`config.mk`:
```
export PLATFORM = sky130hd
export DESIGN_NAME = cla_pipe_adder
export DESIGN_NICKNAME = d
export VERILOG_FILES = /design/src/rtl/cla_pipe_adder.sv
export SDC_FILE = /design/constraint.sdc
export NUM_CORES = 1
export LEC_CHECK = 0
export CAP_MARGIN = 20
export CORE_UTILIZATION = 40
export DETAILED_ROUTE_END_ITERATION = 8
export PLACE_DENSITY = 0.67
export SLEW_MARGIN = 20
export SYNTH_ARGS = -nofsm -noshare
export SYNTH_HDL_FRONTEND = slang
export SYNTH_SLANG_ARGS = --single-unit
```
`constraint.sdc`:
```
create_clock -name clk -period 1.4 [get_ports clk]
set_input_delay 0.28 -clock clk [delete_from_list [all_inputs] [get_ports clk]]
set_output_delay 0.28 -clock clk [all_outputs]
set_load 0.03 [all_outputs]
```
`src/rtl/cla_pipe_adder.sv`:
```
// Two-stage pipelined carry-lookahead adder/subtractor with valid/ready flow control.
// Define CLA_SAT_EN to saturate the sum to signed max/min on overflow.
module cla_pipe_adder #(
    parameter int WIDTH = 16
) (
    input  logic             clk,
    input  logic             rst_n,
    input  logic             in_valid,
    output logic             in_ready,
    input  logic [WIDTH-1:0] a,
    input  logic [WIDTH-1:0] b,
    input  logic             cin,
    input  logic             sub,
    output logic             out_valid,
    input  logic             out_ready,
    output logic [WIDTH-1:0] sum,
    output logic             cout,
    output logic             ovf,
    output logic             pg,
    output logic             gg
);

    localparam int NG = WIDTH / 4;

    // Group propagate/generate of one 4-bit lookahead block: {PG, GG}
    function automatic logic [1:0] grp_pg(input logic [3:0] p, input logic [3:0] g);
        logic gp;
        logic gn;
        gp = &p;
        gn = g[3]
           | (p[3] & g[2])
           | (p[3] & p[2] & g[1])
           | (p[3] & p[2] & p[1] & g[0]);
        return {gp, gn};
    endfunction

    // Carries into each bit of a 4-bit block, all looked ahead from ci
    function automatic logic [3:0] grp_carry(input logic [3:0] p, input logic [3:0] g,
                                             input logic ci);
        logic [3:0] c;
        c[0] = ci;
        c[1] = g[0] | (p[0] & ci);
        c[2] = g[1] | (p[1] & g[0]) | (p[1] & p[0] & ci);
        c[3] = g[2] | (p[2] & g[1]) | (p[2] & p[1] & g[0])
             | (p[2] & p[1] & p[0] & ci);
        return c;
    endfunction

    logic [WIDTH-1:0] b_eff;
    logic             c0;
    logic [WIDTH-1:0] p_d;
    logic [WIDTH-1:0] g_d;
    logic [NG-1:0]    gp_d;
    logic [NG-1:0]    gg_d;

    logic             s1_valid;
    logic [WIDTH-1:0] s1_p;
    logic [WIDTH-1:0] s1_g;
    logic [NG-1:0]    s1_gp;
    logic [NG-1:0]    s1_gg;
    logic             s1_c0;
`ifdef CLA_SAT_EN
    logic             s1_sign;
`endif

    logic             s2_load;
    logic             in_fire;
    logic [WIDTH:0]   c;
    logic             word_g;
    logic [WIDTH-1:0] sum_d;
    logic             ovf_d;

    // Stage 2 takes a new entry when empty or when its result leaves
    assign s2_load  = !out_valid || out_ready;
    assign in_ready = !s1_valid || s2_load;
    assign in_fire  = in_valid && in_ready;

    // Operand conditioning and per-bit / per-group propagate-generate
    always_comb begin
        b_eff = sub ? ~b : b;
        c0    = sub | cin;
        p_d   = a ^ b_eff;
        g_d   = a & b_eff;
        gp_d  = '0;
        gg_d  = '0;
        for (int k = 0; k < NG; k++) begin
            {gp_d[k], gg_d[k]} = grp_pg(p_d[4*k +: 4], g_d[4*k +: 4]);
        end
    end

    // Stage 1 register: p/g terms, group terms and carry-in
    always_ff @(posedge clk or negedge rst_n) begin
        if (!rst_n) begin
            s1_valid <= 1'b0;
            s1_p     <= '0;
            s1_g     <= '0;
            s1_gp    <= '0;
            s1_gg    <= '0;
            s1_c0    <= 1'b0;
`ifdef CLA_SAT_EN
            s1_sign  <= 1'b0;
`endif
        end else begin
            if (in_ready) begin
                s1_valid <= in_valid;
            end
            if (in_fire) begin
                s1_p    <= p_d;
                s1_g    <= g_d;
                s1_gp   <= gp_d;
                s1_gg   <= gg_d;
                s1_c0   <= c0;
`ifdef CLA_SAT_EN
                s1_sign <= a[WIDTH-1];
`endif
            end
        end
    end

    // Group carry chain, in-group lookahead carries and word generate
    always_comb begin : s2_carry
        logic cg;
        logic gw;
        cg = s1_c0;
        gw = 1'b0;
        c  = '0;
        for (int k = 0; k < NG; k++) begin
            c[4*k +: 4] = grp_carry(s1_p[4*k +: 4], s1_g[4*k +: 4], cg);
            cg = s1_gg[k] | (s1_gp[k] & cg);
            gw = s1_gg[k] | (s1_gp[k] & gw);
        end
        c[WIDTH] = cg;
        word_g   = gw;
    end

    // Sum bits, overflow and optional saturation
    always_comb begin
        sum_d = s1_p ^ c[WIDTH-1:0];
        ovf_d = c[WIDTH] ^ c[WIDTH-1];
`ifdef CLA_SAT_EN
        if (ovf_d) begin
            sum_d = s1_sign ? {1'b1, {(WIDTH-1){1'b0}}}
                            : {1'b0, {(WIDTH-1){1'b1}}};
        end
`endif
    end

    // Stage 2 register: result held while downstream stalls
    always_ff @(posedge clk or negedge rst_n) begin
        if (!rst_n) begin
            out_valid <= 1'b0;
            sum       <= '0;
            cout      <= 1'b0;
            ovf       <= 1'b0;
            pg        <= 1'b0;
            gg        <= 1'b0;
        end else if (s2_load) begin
            out_valid <= s1_valid;
            if (s1_valid) begin
                sum  <= sum_d;
                cout <= c[WIDTH];
                ovf  <= ovf_d;
                pg   <= &s1_gp;
                gg   <= word_g;
            end
        end
    end

endmodule

```
==> flow_metrics.tcl, run 1 <==
set metrics [dict create \
    routabilityCongestion 0.802 \
    cts_root_buf "sky130_fd_sc_hd__clkbuf_8" \
    timing.final.crit_share 1.10 \
    worstSetupStartpointType "register" \
    route.detailed.vias_per_inst 5.22 \
    sw_frac 0.364 \
    routed-via-count 2646 \
    detail-route-antenna-nets 0 \
    syn_nets 343 \
    die_h_um 90.4 \
    power.density_cell_area_nw_per_um2 1350 \
    dpl-instance-area_um2 4120 \
    layout.cells.most_common "sky130_fd_sc_hd__dfrtp_1" \
    ys_types 44 \
    globalRoute.totalOverflow 0 \
    initial_core_util 0.422 \
    grt_first_pass_wirelength_mm 13.2 \
    synth-seq-area-share 0.472 \
    clock_sinks 59 \
    drc_errors 0 \
    totalPowerFinal_uw 6510 \
    setup_viol 37 \
    cts_tree "yes" \
    peakVddDrop_v 0.000652 \
    status "complete, but fails checks" \
    fin_skew_ns 0.00671 \
    synth_area_per_cell_um2 11.0 \
    clock_latency_ns 0.34 \
    power.internal_uw 4140 \
    min_path_type "reg2reg" \
    number_of_antenna_violations_at_the_first_check_in_global_routing 0 \
    place_worst_setup_slack_ns -0.726 \
    total_switching_power_uw 2370 \
    h_tree_depth 3 \
    critPathCaptureType "register" \
    synth_top_cell_by_area "sky130_fd_sc_hd__dfrtp_1" \
    place.port_buffers 59 \
    die_area_um2 8180 \
    slew-limit-headroom 0.791 \
    antenna-diode-count 0 \
    stdcell_area_um2 4830 \
    die_width_um 90.4 \
    routed_wirelength_mm 8.22 \
    postSynthCellCount 285 \
    final.fill_count 578 \
    globalRouteTotalUtil 0.209 \
    max_cap_violations 0 \
    detailedRoute.firstIterationViolations 75 \
    share_seq_of_total_power 0.386 \
    fmaxAchievable_ghz 0.649 \
    failed_checks "negative setup slack" \
    drive_gt1_frac 0.380 \
    post_drt_wl_per_cell_um 16.2 \
    area.growth.synth_to_final_pct 54.6 \
    largest_fanout_of_any_net_on_the_critical_path 7 \
    vias_in_the_first_global_route 2688 \
    tightest_slew_ns 0.313 \
    synth.area.top_cells "sky130_fd_sc_hd__dfrtp_1 47%, sky130_fd_sc_hd__mux2_2 8.3%, sky130_fd_sc_hd__ha_1 8.0%" \
    cp_data_arrival_time_ns 1.76 \
    comb_power_share 0.419 \
    mappedNetlistArea_um2 3130 \
    cts_buffers 9 \
    boundaryPins 60 \
    rsz0062_at_grt "true" \
    layout.cells.most_common_list "51 x sky130_fd_sc_hd__dfrtp_1, 42 x sky130_fd_sc_hd__buf_4, 29 x sky130_fd_sc_hd__clkdlybuf4s50_1" \
    min_period_ns 1.54 \
    yosys_register_bits 59 \
    synth_top_cell_area_share 0.472 \
    power.clock.fraction 0.195 \
    crit_required_ns 1.62 \
    leakage_uw 0.00230 \
    setup_ws_ns -0.141 \
    floorplan.core_area_um2 7410 \
    cts_max_path_buffers 2 \
    criticalPathCategory "reg2reg" \
    cts.clk_slew.worst_paths_ns 0.06 \
    largest_net_degree_at_the_start_of_global_routing 60 \
    ys_warn_count 0 \
    slew_viol_final 0 \
    dp.final_hpwl_mm 5.15 \
    timing_hold_violations_final 0 \
    num-nets-final 464 \
    num_rows 31 \
    first_pass_iters 4 \
]
[stage by stage]
| stage | util | TNS, ns | hold WS [ns] | instances |
|---|---|---|---|---|
| 4_1_cts | 0.632 | -3.67 | 0.480 | 504 |
| 3_5_place_dp | 0.556 | -20.59 | 0.311 | 470 |
| 5_1_grt | 0.653 | -5.85 | 0.490 | 507 |
| 3_3_place_gp | 0.556 | -18.35 | 0.307 | 470 |
| 6_report | 0.653 | -3.52 | 0.471 | 507 |
| 2_1_floorplan | - | -7.38 | -0.0156 | 285 |
[per-layer routing]
layer | track usage | vias up | part of all wire
li1 | - | 1269 | -
met1 | 0.250 | 1277 | 0.42
met2 | 0.354 | 71 | 0.51
met3 | 0.0421 | 29 | 0.034
met4 | 0.109 | 0 | 0.036
met5 | 0 | - | 0
[power by group through the flow]
| stage | logic [uW] | registers, uW | clock network (uW) |
|---|---|---|---|
| global route | 2950 | 2570 | 1370 |
| floorplan | 959 | 2870 | 0 |
| finish | 2730 | 2510 | 1270 |
| detailed placement | 2420 | 2490 | 0 |
| global placement | 2390 | 2470 | 0 |
| CTS | 2560 | 2460 | 1290 |
[area by class of cell]
cell class,count,area [um^2],share of cell area
multi-input cells,210,1830,0.379
flip-flops and latches,59,1490,0.307
repair buffers,121,1230,0.254
clock buffers,13,149,0.0308
well taps,99,124,0.0256
inverters,5,18.8,0.00388
[path summary, 6_finish.rpt]
path	slack [ns]	depth (start not counted)	end	startpoint
setup / recovery	-0.14	7	s1_p[2]	out_valid
hold / removal	0.47	2	sum[2]	sum[2]
setup reg to reg	-0.14	7	s1_p[2]	out_valid
hold reg to reg	0.47	2	sum[2]	sum[2]
max in group asynchronous	0.63	3	s1_valid	rst_n
min in group asynchronous	0.48	3	s1_p[7]	rst_n
[kinds of logic after synthesis]
kind of cell / count (synthesis) / share of synthesized area
and+or+nand+nor: 74 / 0.116
AOI/OAI and AO/OA: 64 / 0.134
buffers and inverters: 16 / 0.0284
adders and majority gates: 20 / 0.0800
muxes: 31 / 0.110
xor gates and xnor gates: 21 / 0.0588
DFF: 59 / 0.472
[sequential cells by signal (all words and copies together) (netlist names)]
name	count
gg	1
out_valid	1
s1_c0	1
s1_p	16
s1_valid	1
s1_gg	4
s1_g	12
s1_gp	4
sum	16
pg	1
ovf	1
cout	1
[Yosys cell counts]
| cell | number |
|---|---|
| sky130_fd_sc_hd__dfrtp_1 | 59 |
| sky130_fd_sc_hd__nand2_1 | 33 |
| sky130_fd_sc_hd__mux2_2 | 23 |
| sky130_fd_sc_hd__ha_1 | 20 |
| sky130_fd_sc_hd__xor2_1 | 20 |
| sky130_fd_sc_hd__o21ai_0 | 19 |
| sky130_fd_sc_hd__a21o_1 | 13 |
| sky130_fd_sc_hd__a21oi_1 | 12 |
| sky130_fd_sc_hd__nor2_1 | 10 |
| sky130_fd_sc_hd__nand3_1 | 6 |
| sky130_fd_sc_hd__nand4_1 | 6 |
| sky130_fd_sc_hd__buf_2 | 5 |
| sky130_fd_sc_hd__inv_1 | 5 |
| sky130_fd_sc_hd__mux2_1 | 5 |
| sky130_fd_sc_hd__or4_1 | 4 |
| sky130_fd_sc_hd__mux2i_1 | 3 |
| sky130_fd_sc_hd__nor2b_1 | 3 |
| sky130_fd_sc_hd__o2111ai_1 | 3 |
| sky130_fd_sc_hd__o21ai_1 | 3 |
| sky130_fd_sc_hd__a211oi_1 | 2 |
| sky130_fd_sc_hd__a21o_2 | 2 |
| sky130_fd_sc_hd__and3_1 | 2 |
| sky130_fd_sc_hd__buf_4 | 2 |
| sky130_fd_sc_hd__buf_6 | 2 |
| sky130_fd_sc_hd__clkbuf_1 | 2 |
| sky130_fd_sc_hd__o211ai_1 | 2 |
| sky130_fd_sc_hd__or2_2 | 2 |
| sky130_fd_sc_hd__a2111o_1 | 1 |
| sky130_fd_sc_hd__a2111oi_2 | 1 |
| sky130_fd_sc_hd__a211oi_2 | 1 |
| sky130_fd_sc_hd__a31oi_1 | 1 |
| sky130_fd_sc_hd__and2_1 | 1 |
| sky130_fd_sc_hd__and3_2 | 1 |
| sky130_fd_sc_hd__nand2_2 | 1 |
| sky130_fd_sc_hd__nand2b_1 | 1 |
| sky130_fd_sc_hd__nand2b_4 | 1 |
| sky130_fd_sc_hd__nand3b_1 | 1 |
| sky130_fd_sc_hd__nor3_1 | 1 |
| sky130_fd_sc_hd__nor4b_1 | 1 |
| sky130_fd_sc_hd__o21a_1 | 1 |
| sky130_fd_sc_hd__o21ba_1 | 1 |
| sky130_fd_sc_hd__o21bai_1 | 1 |
| sky130_fd_sc_hd__o31ai_1 | 1 |
| sky130_fd_sc_hd__xnor2_1 | 1 |
[critical path, cell delays in order (launching register included)]
cell and delay (ns):
sky130_fd_sc_hd__dfrtp_2 0.40, sky130_fd_sc_hd__buf_6 0.11, sky130_fd_sc_hd__nand3b_1 0.12, sky130_fd_sc_hd__buf_6 0.13
sky130_fd_sc_hd__nand2_8 0.08, sky130_fd_sc_hd__buf_12 0.15, sky130_fd_sc_hd__buf_16 0.14, sky130_fd_sc_hd__mux2_4 0.29
[repair_timing]
| action | in CTS | in global routing |
|---|---|---|
| gates cloned | 6 | 0 |
| pin swaps | 35 | 16 |
| endpoints found under the hold margin | 59 | 0 |
| hold buffers | 1 | 0 |
| setup endpoints to repair | 60 | 60 |
| gates resized for setup | 82 | 50 |
| setup buffers | 14 | 6 |
Power figures use the tool's default switching activity.
==> run 2, diff against run 1 <==
--- a/config.mk
+++ b/config.mk
@@ -8,7 +8,8 @@
 export CAP_MARGIN = 20
 export CORE_UTILIZATION = 40
 export DETAILED_ROUTE_END_ITERATION = 8
-export PLACE_DENSITY = 0.67
+export PLACE_DENSITY = 0.72
+export SETUP_SLACK_MARGIN = 0.05
 export SLEW_MARGIN = 20
 export SYNTH_ARGS = -nofsm -noshare
 export SYNTH_HDL_FRONTEND = slang
==> flow_metrics.tcl, run 2 (synthesized netlist as in run 1, its figures left out) <==
set metrics [dict create \
    worst-r2r-cell-count 7 \
    cts_max_path_buffers 2 \
    antenna-diode-count 0 \
    detail-route-antenna-nets 0 \
    cts_root_buf "sky130_fd_sc_hd__clkbuf_8" \
    dpl-instance-area_um2 4120 \
    max_cap_violations 0 \
    regToRegStartpoint "s1_gp[0]" \
    grt_first_pass_wirelength_mm 12.5 \
    timing.final.crit_share 1.13 \
    globalRoute.totalOverflow 0 \
    boundaryPins 60 \
    drive_gt1_frac 0.384 \
    hold_slack_ns 0.426 \
    worstSetupStartpointType "register" \
    numPlacedInstances 472 \
    totalPowerFinal_uw 6440 \
    routabilityCongestion 0.843 \
    place.port_buffers 59 \
    setup_ws_ns -0.178 \
    largestRegisters "s1_p: 16 flops, sum: 16 flops, s1_g: 12 flops" \
    slew-limit-headroom 0.799 \
    layout.cells.most_common "sky130_fd_sc_hd__dfrtp_1" \
    cts_tree "yes" \
    fin_skew_ns 0.00623 \
    failed_checks "negative setup slack" \
    cts_buffers 9 \
    slew_viol_final 0 \
    routed_wirelength_mm 7.82 \
    min_period_ns 1.58 \
    leakage_uw 0.00232 \
    criticalPathCategory "reg2reg" \
    die_area_um2 8180 \
    first_pass_iters 4 \
    power.density_cell_area_nw_per_um2 1390 \
    clock_latency_ns 0.33 \
    routed-via-count 2592 \
    dp.final_hpwl_mm 5.07 \
    die_width_um 90.4 \
    largest_fanout_of_any_net_on_the_critical_path 4 \
    path_cells "a211oi_2 -> o21ba_2 -> inv_2 -> ha_4 -> nor2_4 -> xor2_1 -> o21ai_1" \
    timing.critical_path.slowest_stage_cell "sky130_fd_sc_hd__dfrtp_1" \
    stdcell_area_um2 4620 \
    cp_data_arrival_time_ns 1.79 \
    num-nets-final 457 \
    final_cell_count_no_fill 503 \
    critPathCaptureType "register" \
    peakVddDrop_v 0.000569 \
    die_h_um 90.4 \
    timing_hold_violations_final 0 \
    worstReg2RegEnd "sum[13]" \
    tightest_slew_ns 0.297 \
    min_path_type "in2reg" \
    fmaxAchievable_ghz 0.634 \
    area.growth.synth_to_final_pct 47.6 \
    crit_required_ns 1.62 \
    worst_case_register_to_register_setup_slack_ns -0.18 \
    cts.clk_slew.worst_paths_ns 0.07 \
    floorplan.core_area_um2 7410 \
    setup_viol 11 \
    final.fill_count 583 \
    rsz0062_at_grt "true" \
    number_of_antenna_violations_at_the_first_check_in_global_routing 0 \
    num_rows 31 \
    initial_core_util 0.422 \
    critPathCapture "sum[13]" \
    status "complete, but fails checks" \
    worst_setup_path_startpoint "s1_gp[0]" \
    h_tree_depth 3 \
    globalRouteTotalUtil 0.193 \
    detailedRoute.firstIterationViolations 133 \
    largest_net_degree_at_the_start_of_global_routing 60 \
    finalSetupTns_ns -0.796 \
    route.detailed.vias_per_inst 5.15 \
    drc_errors 0 \
    post_drt_wl_per_cell_um 15.5 \
    vias_in_the_first_global_route 2611 \
    clock_sinks 59 \
    critPathMaxStageDelay_ns 0.41 \
    layout.cells.most_common_list "57 x sky130_fd_sc_hd__dfrtp_1, 39 x sky130_fd_sc_hd__buf_4, 31 x sky130_fd_sc_hd__nand2_1" \
]
run 2: cell count changes in the layout (fill, tap and decap cells not counted), moves of 7 or more:
cell and delta:
sky130_fd_sc_hd__dlygate4sd2_1 -12, sky130_fd_sc_hd__mux2_4 +19, sky130_fd_sc_hd__clkbuf_2 +18, sky130_fd_sc_hd__clkdlybuf4s50_1 -7, sky130_fd_sc_hd__mux2_2 -19
run 2: worst min-delay path by stage:
| stage | from | to | cells past startpoint |
|---|---|---|---|
| after floorplan | rst_n | cout | 0 |
| after global placement | rst_n | sum[5] | 2 |
| after detailed placement | rst_n | sum[5] | 2 |
| after CTS | sum[4] | sum[4] | 2 |
| after global routing | a[1] | s1_g[1] | 3 |
| final | a[1] | s1_g[1] | 3 |
run 2: report_power, final:
part	switching (uW)	total, uW	internal [uW]
clock	648	1380	736
combinational	1350	2570	1220
sequential	348	2480	2130
run 2: critical path, delay by kind of cell (launching register included):
family | cells | cell delay, ns
AO/OA/AOI/OAI | 3 | 0.61
flip-flops | 1 | 0.41
XOR/XNOR | 1 | 0.16
buffers and inverters | 1 | 0.05
adder cells (fa/ha/maj) | 1 | 0.15
AND/OR/NAND/NOR | 1 | 0.07
run 2: area by class of cell:
cell class | count | area (um^2) | area share
clock buffers | 14 | 163 | 0.0352
clock inverters | 2 | 10.0 | 0.00217
inverters | 5 | 18.8 | 0.00406
multi-input cells | 211 | 1790 | 0.387
flip-flops and latches | 59 | 1480 | 0.320
well taps | 99 | 124 | 0.0268
repair buffers | 113 | 1040 | 0.225
run 2: repair_timing:
item,CTS,global route
pin swaps,25,35
gates cloned,2,3
hold endpoints to repair,59,0
buffers inserted,6,4
endpoints found under the setup margin,70,74
hold buffers,1,0
gates resized for setup,76,82
run 2: metrics by stage:
step	worst slack [ns]	util
after global routing	-0.223	0.623
after floorplan	-0.253	-
after global placement	-0.609	0.557
after detailed placement	-0.693	0.557
final	-0.178	0.623
after CTS	-0.182	0.601
run 2: layer usage:
metal | vias to the layer above | routed length [um] | track usage
li1 | 1255 | - | -
met1 | 1264 | 3510 | 0.245
met3 | 13 | 212 | 0.0370
met5 | - | 0 | 0
met4 | 0 | 169 | 0.0806
met2 | 60 | 3930 | 0.323
==> run 3, diff against run 2 <==
--- a/config.mk
+++ b/config.mk
@@ -6,9 +6,12 @@
 export NUM_CORES = 1
 export LEC_CHECK = 0
 export CAP_MARGIN = 20
-export CORE_UTILIZATION = 40
+export CELL_PAD_IN_SITES_DETAIL_PLACEMENT = 0
+export CELL_PAD_IN_SITES_GLOBAL_PLACEMENT = 1
+export CORE_ASPECT_RATIO = 1.1
+export CORE_UTILIZATION = 37
 export DETAILED_ROUTE_END_ITERATION = 8
-export PLACE_DENSITY = 0.72
+export PLACE_DENSITY = 0.82
 export SETUP_SLACK_MARGIN = 0.05
 export SLEW_MARGIN = 20
 export SYNTH_ARGS = -nofsm -noshare
==> flow_metrics.tcl, run 3 (synthesized netlist as in run 1, its figures left out) <==
set metrics [dict create \
    status "complete, but fails checks" \
    failed_checks "negative setup slack" \
    timing.final.crit_share 1.11 \
    largest_fanout_of_any_net_on_the_critical_path 4 \
    comb_power_share 0.412 \
    fmaxAchievable_ghz 0.645 \
    routed-via-count 2603 \
    die_width_um 89.7 \
    place.port_buffers 59 \
    layout.cells.most_common "sky130_fd_sc_hd__dfrtp_1" \
    numPlacedInstances 481 \
    power.clock.fraction 0.212 \
    die_h_um 98.4 \
    leakage_uw 0.00233 \
    route.detailed.vias_per_inst 5.03 \
    routabilityCongestion 0.818 \
    tightest_slew_ns 0.420 \
    power.internal_uw 4260 \
    sw_frac 0.360 \
    setup_ws_ns -0.150 \
    slew-limit-headroom 0.720 \
    largestRegisters "s1_p: 16 flops, sum: 16 flops, s1_g: 12 flops" \
    sequential_cell_area_um2 1480 \
    layout.cells.most_common_list "57 x sky130_fd_sc_hd__dfrtp_1, 32 x sky130_fd_sc_hd__buf_4, 26 x sky130_fd_sc_hd__clkdlybuf4s50_1" \
    dp.final_hpwl_mm 5.17 \
    worstReg2RegEnd "sum[9]" \
    initial_core_util 0.389 \
    regToRegStartpoint "s1_gg[0]" \
    slew_viol_final 0 \
    globalRouteTotalUtil 0.194 \
    cp_data_arrival_time_ns 1.76 \
    final.fill_count 674 \
    number_of_antenna_violations_at_the_first_check_in_global_routing 0 \
    totalPowerFinal_uw 6660 \
    finalSetupTns_ns -1.66 \
    worst_path_dominant_cell_family "compound AO/OA/AOI/OAI gates" \
    critical_path_depth 6 \
    detail-route-antenna-nets 0 \
    drc_errors 0 \
    cts.clk_slew.worst_paths_ns 0.06 \
    multiInputGateArea_um2 1850 \
    cts_max_path_buffers 2 \
    worst_setup_path_startpoint "s1_gg[0]" \
    critPathMaxStageDelay_ns 0.42 \
    power.density_cell_area_nw_per_um2 1380 \
    worstSetupStartpointType "register" \
    critPathCaptureType "register" \
    worst_case_register_to_register_setup_slack_ns -0.15 \
    peakVddDrop_v 0.000548 \
    min_path_type "in2async" \
    timing.critical_path.slowest_stage_cell "sky130_fd_sc_hd__dfrtp_1" \
    setup_viol 37 \
    final_cell_count_no_fill 518 \
    floorplan.core_area_um2 8040 \
    share_seq_of_total_power 0.376 \
    num_rows 34 \
    h_tree_depth 3 \
    min_period_ns 1.55 \
    timing.critical_path.buf_inv 0 \
    detailedRoute.firstIterationViolations 111 \
    antenna-diode-count 0 \
    crit_required_ns 1.61 \
    post_drt_wl_per_cell_um 15.7 \
    num-nets-final 463 \
    worst-r2r-cell-count 6 \
    fin_skew_ns 0.00711 \
    vias_in_the_first_global_route 2595 \
    first_pass_iters 4 \
    grt_first_pass_wirelength_mm 12.6 \
    total_switching_power_uw 2400 \
    cts_tree "yes" \
    routed_wirelength_mm 8.15 \
    cts_buffers 9 \
    globalRoute.totalOverflow 0 \
    critPathCapture "sum[9]" \
    clock_latency_ns 0.33 \
    max_cap_violations 0 \
    postLayoutCoreUtil 0.600 \
    timing_hold_violations_final 0 \
    die_area_um2 8830 \
    area.growth.synth_to_final_pct 54.2 \
    drive_gt1_frac 0.429 \
    path_cells "a21o_1 -> a21o_2 -> ha_4 -> nor2_4 -> xor2_2 -> o21ai_1" \
    cts_root_buf "sky130_fd_sc_hd__clkbuf_8" \
    largest_net_degree_at_the_start_of_global_routing 60 \
    criticalPathCategory "reg2reg" \
    rsz0062_at_grt "true" \
    boundaryPins 60 \
    clock_sinks 59 \
]
==> run 3: changes by cell type in the layout (fill, tap and decap cells not counted), moves of 4 or more <==
cell                              change
sky130_fd_sc_hd__nand2_2              +7
sky130_fd_sc_hd__clkbuf_2             -5
sky130_fd_sc_hd__dlymetal6s2s_1       -5
sky130_fd_sc_hd__nand2_1              -7
sky130_fd_sc_hd__mux2_2               +7
sky130_fd_sc_hd__buf_4                -7
sky130_fd_sc_hd__clkdlybuf4s50_1      +4
sky130_fd_sc_hd__buf_6               +12
sky130_fd_sc_hd__mux2_4               -7
==> run 3: worst min path at each step <==
stage                          from        end  slack, ns  cells after the start
final                         rst_n     sum[3]       0.46                      3
after global routing          rst_n     sum[3]       0.51                      3
after CTS                 out_ready  out_valid       0.46                      3
after detailed placement      rst_n     sum[3]       0.31                      2
after global placement        rst_n     sum[3]       0.31                      2
after floorplan               rst_n       cout      -0.02                      0
==> run 3: worst register-to-register path: cells and delay by family, from the launching register on <==
family	cells	cell delay [ns]
AO/OA/AOI/OAI	3	0.58
flip-flops	1	0.42
XOR/XNOR	1	0.18
adder cells (fa/ha/maj)	1	0.16
AND/OR/NAND/NOR	1	0.10
==> run 3: what timing repair did <==
| action | in CTS | in global routing |
|---|---|---|
| setup endpoints to repair | 71 | 72 |
| endpoints found under the hold margin | 59 | 0 |
| cloned | 5 | 0 |
| pin swaps | 33 | 23 |
| hold buffers | 1 | 0 |
| resized for setup | 106 | 79 |
| setup buffers | 15 | 4 |
==> run 3: per-layer routing <==
layer | global-route usage | vias up | share of wire
li1 | - | 1269 | -
met1 | 0.252 | 1272 | 0.44
met2 | 0.321 | 52 | 0.52
met3 | 0.0260 | 10 | 0.027
met4 | 0.0806 | 0 | 0.018
met5 | 0 | - | 0
==> run 3: power by group through the flow <==
| stage | clock (uW) | sequential (uW) | combinational, uW |
|---|---|---|---|
| after CTS | 1440 | 2470 | 2610 |
| after floorplan | 0 | 2870 | 960 |
| after detailed placement | 0 | 2480 | 2440 |
| after global placement | 0 | 2470 | 2400 |
| after global routing | 1510 | 2570 | 2970 |
| final | 1410 | 2500 | 2750 |
==> run 3: cell type report <==
type,count,area share
Clock inverter,2,0.00207
Inverter,5,0.00389
Sequential cell,59,0.307
Tap cell,108,0.0280
Multi-Input combinational cell,210,0.384
Timing Repair Buffer,120,0.240
Clock buffer,14,0.0358
==> run 3: per-stage QoR <==
stage	instance area (um^2)	setup WS [ns]	hold WS, ns
floorplan	3190	-0.253	-0.0156
global placement	4150	-0.625	0.311
detailed placement	4150	-0.660	0.312
CTS	4730	-0.156	0.465
global route	4820	-0.199	0.514
finish	4820	-0.150	0.460
